===== src/rtl/tl_a_rr_arbiter.sv =====
// -----------------------------------------------------------------------------
// tl_a_rr_arbiter
// Two-client round-robin arbiter for a TileLink A channel (64-bit data,
// 32-bit address, 3-bit source). A grant is held for every beat of a
// multi-beat message. The returning D channel is steered to the client
// selected by source bit 2, and its payload is broadcast to both clients.
//
// Optional build macro: TL_ARB_STATS_EN
//   When defined, the block adds saturating 16-bit counters:
//   - stat_msgs0 and stat_msgs1 count completed messages per client.
//   - stat_stall counts cycles where A is valid but not ready.
// -----------------------------------------------------------------------------
module tl_a_rr_arbiter #(
   parameter int BEAT_BYTES = 8,
   parameter int MAX_SIZE   = 6
) (
   input  logic        clock,
   input  logic        reset,

   // client 0 A channel
   input  logic        in0_a_valid,
   output logic        in0_a_ready,
   input  logic [2:0]  in0_a_opcode,
   input  logic [2:0]  in0_a_param,
   input  logic [3:0]  in0_a_size,
   input  logic [2:0]  in0_a_source,
   input  logic [31:0] in0_a_address,
   input  logic [7:0]  in0_a_mask,
   input  logic [63:0] in0_a_data,
   input  logic        in0_a_corrupt,

   // client 1 A channel
   input  logic        in1_a_valid,
   output logic        in1_a_ready,
   input  logic [2:0]  in1_a_opcode,
   input  logic [2:0]  in1_a_param,
   input  logic [3:0]  in1_a_size,
   input  logic [2:0]  in1_a_source,
   input  logic [31:0] in1_a_address,
   input  logic [7:0]  in1_a_mask,
   input  logic [63:0] in1_a_data,
   input  logic        in1_a_corrupt,

   // shared A channel towards the clock-crossing coupler
   output logic        out_a_valid,
   input  logic        out_a_ready,
   output logic [2:0]  out_a_opcode,
   output logic [2:0]  out_a_param,
   output logic [3:0]  out_a_size,
   output logic [2:0]  out_a_source,
   output logic [31:0] out_a_address,
   output logic [7:0]  out_a_mask,
   output logic [63:0] out_a_data,
   output logic        out_a_corrupt,

   // shared D channel from the clock-crossing coupler
   input  logic        out_d_valid,
   output logic        out_d_ready,
   input  logic [2:0]  out_d_opcode,
   input  logic [1:0]  out_d_param,
   input  logic [3:0]  out_d_size,
   input  logic [2:0]  out_d_source,
   input  logic [1:0]  out_d_sink,
   input  logic        out_d_denied,
   input  logic [63:0] out_d_data,
   input  logic        out_d_corrupt,

   // client 0 D channel
   output logic        in0_d_valid,
   input  logic        in0_d_ready,
   output logic [2:0]  in0_d_opcode,
   output logic [1:0]  in0_d_param,
   output logic [3:0]  in0_d_size,
   output logic [2:0]  in0_d_source,
   output logic [1:0]  in0_d_sink,
   output logic        in0_d_denied,
   output logic [63:0] in0_d_data,
   output logic        in0_d_corrupt,

   // client 1 D channel
   output logic        in1_d_valid,
   input  logic        in1_d_ready,
   output logic [2:0]  in1_d_opcode,
   output logic [1:0]  in1_d_param,
   output logic [3:0]  in1_d_size,
   output logic [2:0]  in1_d_source,
   output logic [1:0]  in1_d_sink,
   output logic        in1_d_denied,
   output logic [63:0] in1_d_data,
   output logic        in1_d_corrupt,

`ifdef TL_ARB_STATS_EN
   output logic [15:0] stat_msgs0,
   output logic [15:0] stat_msgs1,
   output logic [15:0] stat_stall,
`endif

   // sticky protocol error flags
   output logic        err_source,
   output logic        err_size
);

   // lg2 of the beat width and the largest legal size, as 4-bit values for size math
   localparam logic [3:0] LP_BEAT_LG  = 4'($clog2(BEAT_BYTES));
   localparam logic [3:0] LP_MAX_SIZE = 4'(MAX_SIZE);

   // ST_IDLE: free to arbitrate; ST_BURST: grant locked to r_owner mid-message
   typedef enum logic [0:0] {
      ST_IDLE  = 1'b0,
      ST_BURST = 1'b1
   } state_t;

   // Number of beats in a message: data-carrying opcodes (0..3) span
   // 2^(size-lg2(beat)) beats, everything else is a single beat.
   // Oversized requests are clamped so the counter never overflows.
   function automatic logic [3:0] f_total_beats(input logic [2:0] opcode,
                                                input logic [3:0] size);
      logic [3:0] v_size;
      logic [3:0] v_total;
      v_size = (size > LP_MAX_SIZE) ? LP_MAX_SIZE : size;
      if ((opcode <= 3'd3) && (v_size > LP_BEAT_LG)) begin
         v_total = 4'd1 << (v_size - LP_BEAT_LG);
      end else begin
         v_total = 4'd1;
      end
      return v_total;
   endfunction

`ifdef TL_ARB_STATS_EN
   // Increment that sticks at all-ones instead of wrapping
   function automatic logic [15:0] f_sat_inc(input logic [15:0] value);
      logic [15:0] v_next;
      if (value == 16'hFFFF) begin
         v_next = value;
      end else begin
         v_next = value + 16'd1;
      end
      return v_next;
   endfunction
`endif

   state_t      r_state;
   state_t      w_state_next;
   logic        r_owner;
   logic        w_owner_next;
   logic [2:0]  r_beats_left;
   logic [2:0]  w_beats_next;
   logic        r_rr_ptr;
   logic        w_rr_next;
   logic        r_err_source;
   logic        r_err_size;

   logic        w_lock;
   logic        w_winner;
   logic        w_win_valid;
   logic        w_fire;
   logic [3:0]  w_total;
   logic        w_last;
   logic        w_err_source_set;
   logic        w_err_size_set;
   logic        w_d_dst;

   assign w_lock = (r_state == ST_BURST);

   // Pick the granted client: the lock owner, else the sole requester, else rr_ptr on a tie
   always_comb begin
      w_winner = 1'b0;
      if (w_lock) begin
         w_winner = r_owner;
      end else if (in0_a_valid && in1_a_valid) begin
         w_winner = r_rr_ptr;
      end else if (in1_a_valid) begin
         w_winner = 1'b1;
      end else begin
         w_winner = 1'b0;
      end
   end

   // Steer the granted client's valid and payload onto the shared A channel
   always_comb begin
      w_win_valid   = 1'b0;
      out_a_opcode  = 3'd0;
      out_a_param   = 3'd0;
      out_a_size    = 4'd0;
      out_a_source  = 3'd0;
      out_a_address = 32'd0;
      out_a_mask    = 8'd0;
      out_a_data    = 64'd0;
      out_a_corrupt = 1'b0;
      case (w_winner)
         1'b0: begin
            w_win_valid   = in0_a_valid;
            out_a_opcode  = in0_a_opcode;
            out_a_param   = in0_a_param;
            out_a_size    = in0_a_size;
            out_a_source  = in0_a_source;
            out_a_address = in0_a_address;
            out_a_mask    = in0_a_mask;
            out_a_data    = in0_a_data;
            out_a_corrupt = in0_a_corrupt;
         end
         1'b1: begin
            w_win_valid   = in1_a_valid;
            out_a_opcode  = in1_a_opcode;
            out_a_param   = in1_a_param;
            out_a_size    = in1_a_size;
            out_a_source  = in1_a_source;
            out_a_address = in1_a_address;
            out_a_mask    = in1_a_mask;
            out_a_data    = in1_a_data;
            out_a_corrupt = in1_a_corrupt;
         end
         default: begin
            w_win_valid   = 1'b0;
         end
      endcase
   end

   // valid depends only on client valids and state, never on out_a_ready
   assign out_a_valid = w_win_valid & ~reset;
   assign in0_a_ready = out_a_ready & ~w_winner & ~reset;
   assign in1_a_ready = out_a_ready &  w_winner & ~reset;

   assign w_fire  = out_a_valid & out_a_ready;
   assign w_total = f_total_beats(out_a_opcode, out_a_size);
   // final beat of a message: the counter runs out, or an unlocked single-beat fire
   assign w_last  = w_fire & (w_lock ? (r_beats_left <= 3'd1) : (w_total == 4'd1));

   // Next-state for the burst lock, beat counter and round-robin pointer
   always_comb begin
      w_state_next = r_state;
      w_owner_next = r_owner;
      w_beats_next = r_beats_left;
      w_rr_next    = r_rr_ptr;
      case (r_state)
         ST_IDLE: begin
            if (w_fire) begin
               if (w_total > 4'd1) begin
                  w_state_next = ST_BURST;
                  w_owner_next = w_winner;
                  w_beats_next = 3'(w_total - 4'd1);
               end else begin
                  w_rr_next    = ~w_winner;
               end
            end else begin
               w_state_next = ST_IDLE;
            end
         end
         ST_BURST: begin
            if (w_fire) begin
               if (r_beats_left > 3'd1) begin
                  w_beats_next = r_beats_left - 3'd1;
               end else begin
                  w_state_next = ST_IDLE;
                  w_beats_next = 3'd0;
                  w_rr_next    = ~r_owner;
               end
            end else begin
               w_state_next = ST_BURST;
            end
         end
         default: begin
            w_state_next = ST_IDLE;
            w_beats_next = 3'd0;
         end
      endcase
   end

   // Arbitration state register; reset abandons any partial burst
   always_ff @(posedge clock) begin
      if (reset) begin
         r_state      <= ST_IDLE;
         r_owner      <= 1'b0;
         r_beats_left <= 3'd0;
         r_rr_ptr     <= 1'b0;
      end else begin
         r_state      <= w_state_next;
         r_owner      <= w_owner_next;
         r_beats_left <= w_beats_next;
         r_rr_ptr     <= w_rr_next;
      end
   end

   // Error conditions: source outside the client's half, oversized first beat
   always_comb begin
      w_err_source_set = 1'b0;
      w_err_size_set   = 1'b0;
      if (w_fire) begin
         w_err_source_set = (out_a_source[2] != w_winner);
         w_err_size_set   = ~w_lock & (out_a_size > LP_MAX_SIZE);
      end else begin
         w_err_source_set = 1'b0;
         w_err_size_set   = 1'b0;
      end
   end

   // Sticky error flags; they report only and never block traffic
   always_ff @(posedge clock) begin
      if (reset) begin
         r_err_source <= 1'b0;
         r_err_size   <= 1'b0;
      end else begin
         r_err_source <= r_err_source | w_err_source_set;
         r_err_size   <= r_err_size   | w_err_size_set;
      end
   end

   assign err_source = r_err_source;
   assign err_size   = r_err_size;

`ifdef TL_ARB_STATS_EN
   logic [15:0] r_stat_msgs0;
   logic [15:0] r_stat_msgs1;
   logic [15:0] r_stat_stall;

   // Saturating per-client completion counters and A stall counter
   always_ff @(posedge clock) begin
      if (reset) begin
         r_stat_msgs0 <= 16'd0;
         r_stat_msgs1 <= 16'd0;
         r_stat_stall <= 16'd0;
      end else begin
         if (w_last && !w_winner) begin
            r_stat_msgs0 <= f_sat_inc(r_stat_msgs0);
         end
         if (w_last && w_winner) begin
            r_stat_msgs1 <= f_sat_inc(r_stat_msgs1);
         end
         if (out_a_valid && !out_a_ready) begin
            r_stat_stall <= f_sat_inc(r_stat_stall);
         end
      end
   end

   assign stat_msgs0 = r_stat_msgs0;
   assign stat_msgs1 = r_stat_msgs1;
   assign stat_stall = r_stat_stall;
`endif

   // D channel: source bit 2 names the destination client
   assign w_d_dst     = out_d_source[2];
   assign in0_d_valid = out_d_valid & ~w_d_dst;
   assign in1_d_valid = out_d_valid &  w_d_dst;
   assign out_d_ready = w_d_dst ? in1_d_ready : in0_d_ready;

   // D payload is broadcast; only valid is steered
   assign in0_d_opcode  = out_d_opcode;
   assign in0_d_param   = out_d_param;
   assign in0_d_size    = out_d_size;
   assign in0_d_source  = out_d_source;
   assign in0_d_sink    = out_d_sink;
   assign in0_d_denied  = out_d_denied;
   assign in0_d_data    = out_d_data;
   assign in0_d_corrupt = out_d_corrupt;
   assign in1_d_opcode  = out_d_opcode;
   assign in1_d_param   = out_d_param;
   assign in1_d_size    = out_d_size;
   assign in1_d_source  = out_d_source;
   assign in1_d_sink    = out_d_sink;
   assign in1_d_denied  = out_d_denied;
   assign in1_d_data    = out_d_data;
   assign in1_d_corrupt = out_d_corrupt;

endmodule


===== config.mk =====
export PLATFORM = sky130hd
export DESIGN_NAME = tl_a_rr_arbiter
export DESIGN_NICKNAME = d
export VERILOG_FILES = /design/src/rtl/tl_a_rr_arbiter.sv
export SDC_FILE = /design/constraint.sdc
export NUM_CORES = 1
export LEC_CHECK = 0
export ABC_CLOCK_PERIOD_IN_PS = 8360
export BUFFER_PORTS_ARGS = -buffer_cell sky130_fd_sc_hd__buf_2
export CAP_MARGIN = 20
export CORE_AREA = 5 5 237 239
export CTS_BUF_LIST = sky130_fd_sc_hd__clkbuf_4 sky130_fd_sc_hd__clkbuf_8
export CTS_CLUSTER_DIAMETER = 100
export DETAILED_ROUTE_END_ITERATION = 12
export DIE_AREA = 0 0 242 244
export MAX_ROUTING_LAYER = met4
export PLACE_DENSITY = 0.38
export SLEW_MARGIN = 25
export SYNTH_ARGS = -nofsm -noshare
export SYNTH_HDL_FRONTEND = slang
export SYNTH_SLANG_ARGS = --single-unit

===== constraint.sdc =====
create_clock -name clock -period 8.36 [get_ports clock]
set_clock_uncertainty 0.05 [all_clocks]
set_input_delay 0.418 -clock clock [delete_from_list [all_inputs] [get_ports clock]]
set_output_delay 0.418 -clock clock [all_outputs]
set_load 0.1 [all_outputs]

==> metrics <==
status complete, no violations; ranking of synthesized cells by area nand2_1 (39%), buf_4 (35%), dfxtp_1 (4.7%), clkbuf_1 (1.9%), ha_1 (1.8%); largest net degree at the start of global routing 69; CP Cell Sequence nand2b_4, o21a_4, buf_4, mux2i_1, nand2b_1, ha_1, o31ai_1, inv_1, ha_1, or2_2, o311a_4, a21oi_4, o21ai_1, a32o_1; RePlAce Congestion 0.852; hold-fix buffers at CTS 0; Num CTS Buffers 3; Slew @ Worst Pin 0.807 ns; Critical Path Sink Type register; DIE AREA 59000 µm²; EDFF count, synth 0; Period Utilization, post-route 57.8%; Slew headroom 46.2%; Starting Density 6.41%; worst min path class input port to register; antenna viol nets, final 0; Critical path origin r_state; top_reg_cell synth dfxtp_1; placed wire-length estimate 19.9 mm; placed inst area 4870 µm²; DR DRC count 0; layout cells sized above 1 47.0%; IO buf count 372; antenna violations before repair 8; Final Hold Viols 0; ys async rst share 0%; YS warnings 0; Mapped Cells 641; DP Worst Slack 3.34 ns; WL final 22.2 mm; Distinct cells, synth 41; largest area contributor in the netlist nand2_1; R2R depth 14; Leak 2.85 nW; htree depth 1; CP max stage cell buf_4; critical path launch point type register; Top cell by count, worst path ha_1; TritonRoute pass-1 iters 4; NumNets Final 1161; Synth top area share 38.8%; critical path required time 8.43 ns; Clk pin slew, worst setup/hold paths 0.04 ns; Final Worst Setup Slack 3.53 ns; Final min period 4.83 ns; CTS tree built; post-synthesis register bit count 8; Iter 0 DRT Violations 115; final-layout fill cell count 6402; multi-input logic area 1930 µm²; Crit Path Class register to register; Max Slew Vio Count 0; sequential element share of the synthesized area 4.66%; Mapped Area 3430 µm²; vias after detailed routing 4509; Max Cap Viol 0; number of top-level pins 610; power per cell area 174 nW/µm²; vias in the first global route 4542; RR Startpoint r_state; design area 4930 µm²; Avg Vias per Cell 2.95; Core ar. 53600 µm²; RR Endpoint r_beats_left[2]; Largest stage delay, worst path 0.66 ns; Final TNS setup 0 ns; Post-synth top cells nand2_1 (355), buf_4 (160), clkbuf_1 (17), nor2_1 (15); post-CTS sizing 0; hold slack 0.408 ns; WL/cell 14.5 µm; die width 242 µm; Setup Fix Bufs, Post-CTS 0; Layout area overhead 43.5%; Site Rows 85; total global-route track usage 6.94%; CP Data Arrival Time 4.90 ns; Die Span Y 244 µm; Tot Pwr 856 µW; crit path to r_beats_left[2]; Clock Sinks 8; count leader, synth nand2_1; register area 160 µm²; RSZ-0062 raised after global routing no; fmax 207 MHz; synthesized area per cell 5.36 µm²; Congestion Overflow GR 0; R2R Setup Slk 3.53 ns; final setup fails 0; clk_lat worst skew 0.23 ns; Max clock buf depth 2; CTS Root Cell clkbuf_8; worst vdd ir 0.0617 mV; Post-Syn Nets 970; CP max FO 68; first-pass GRT wire length 30.1 mm
## report_power, final
group	total, mW	internal (mW)	switching (mW)
Sequential	0.0439	0.0411	0.00273
Clock	0.0463	0.0312	0.0151
Combinational	0.766	0.130	0.636
Total	0.856	0.202	0.654
## cell families after synthesis
group	Yosys count	synth area share, %
AO/OA/AOI/OAI	32	6.92
XOR/XNOR	2	0.510
adder cells (fa/ha/maj)	5	1.82
buffers and inverters	197	39.7
flip-flops	8	4.66
multiplexers	6	1.86
AND/OR/NAND/NOR	391	44.5
## area by class of cell
type / count / share of cell area (%)
multi-input combinational: 436 / 39.1
timing repair buffer: 375 / 38.2
tap: 696 / 17.7
sequential: 8 / 3.25
clock buffer: 3 / 0.838
inverter: 8 / 0.609
antenna: 5 / 0.254
## state kept, by name (all words and copies together), names as in the netlist
signal        count
r_rr_ptr          1
r_beats_left      3
err_source        1
r_owner           1
r_state           1
err_size          1
## worst max-delay path: cells and delay by family (launching register included)
kind | cells | cell delay, ns
AOI/OAI and AO/OA | 6 | 1.69
DFF | 1 | 0.50
adders and majority gates | 2 | 0.54
and+or+nand+nor | 3 | 0.62
muxes | 1 | 0.36
buffers and inverters | 2 | 0.75
## per-stage QoR
stage,cells,util (%)
floorplan,641,-
global placement,1523,9.09
detailed placement,1523,9.09
CTS,1526,9.17
global route,1531,9.19
finish,1531,9.19
## cells in the final DEF, fill, tap and decap left out, types with 4 or more instances in the layout
cell type and count:
o21ai_0 6, diode_2 5, ha_1 5, nand2_1 355, a21oi_1 7, buf_2 372, dfxtp_1 8, inv_1 8
nand2b_1 6, nor2b_1 4, nor2_1 15
## metal layers
layer  part of all wire, %  vias up  GRT usage [%]
met5                     0        -              -
met4                   4.5        0           3.27
met3                    15       52           3.60
met2                    49      454           12.4
met1                    32     1825           6.07
li1                      -     2178              -
## worst min path at each step
stage / start / to / depth (start not counted) / slack [ns]
after CTS: reset / r_rr_ptr / 2 / 0.41
final: reset / r_rr_ptr / 2 / 0.41
after global routing: reset / r_rr_ptr / 2 / 0.42
after global placement: err_source / err_source / 2 / 0.40
after detailed placement: err_source / err_source / 2 / 0.42
after floorplan: r_rr_ptr / r_rr_ptr / 2 / 0.40
No activity file was read; power rests on OpenSTA's default activity.
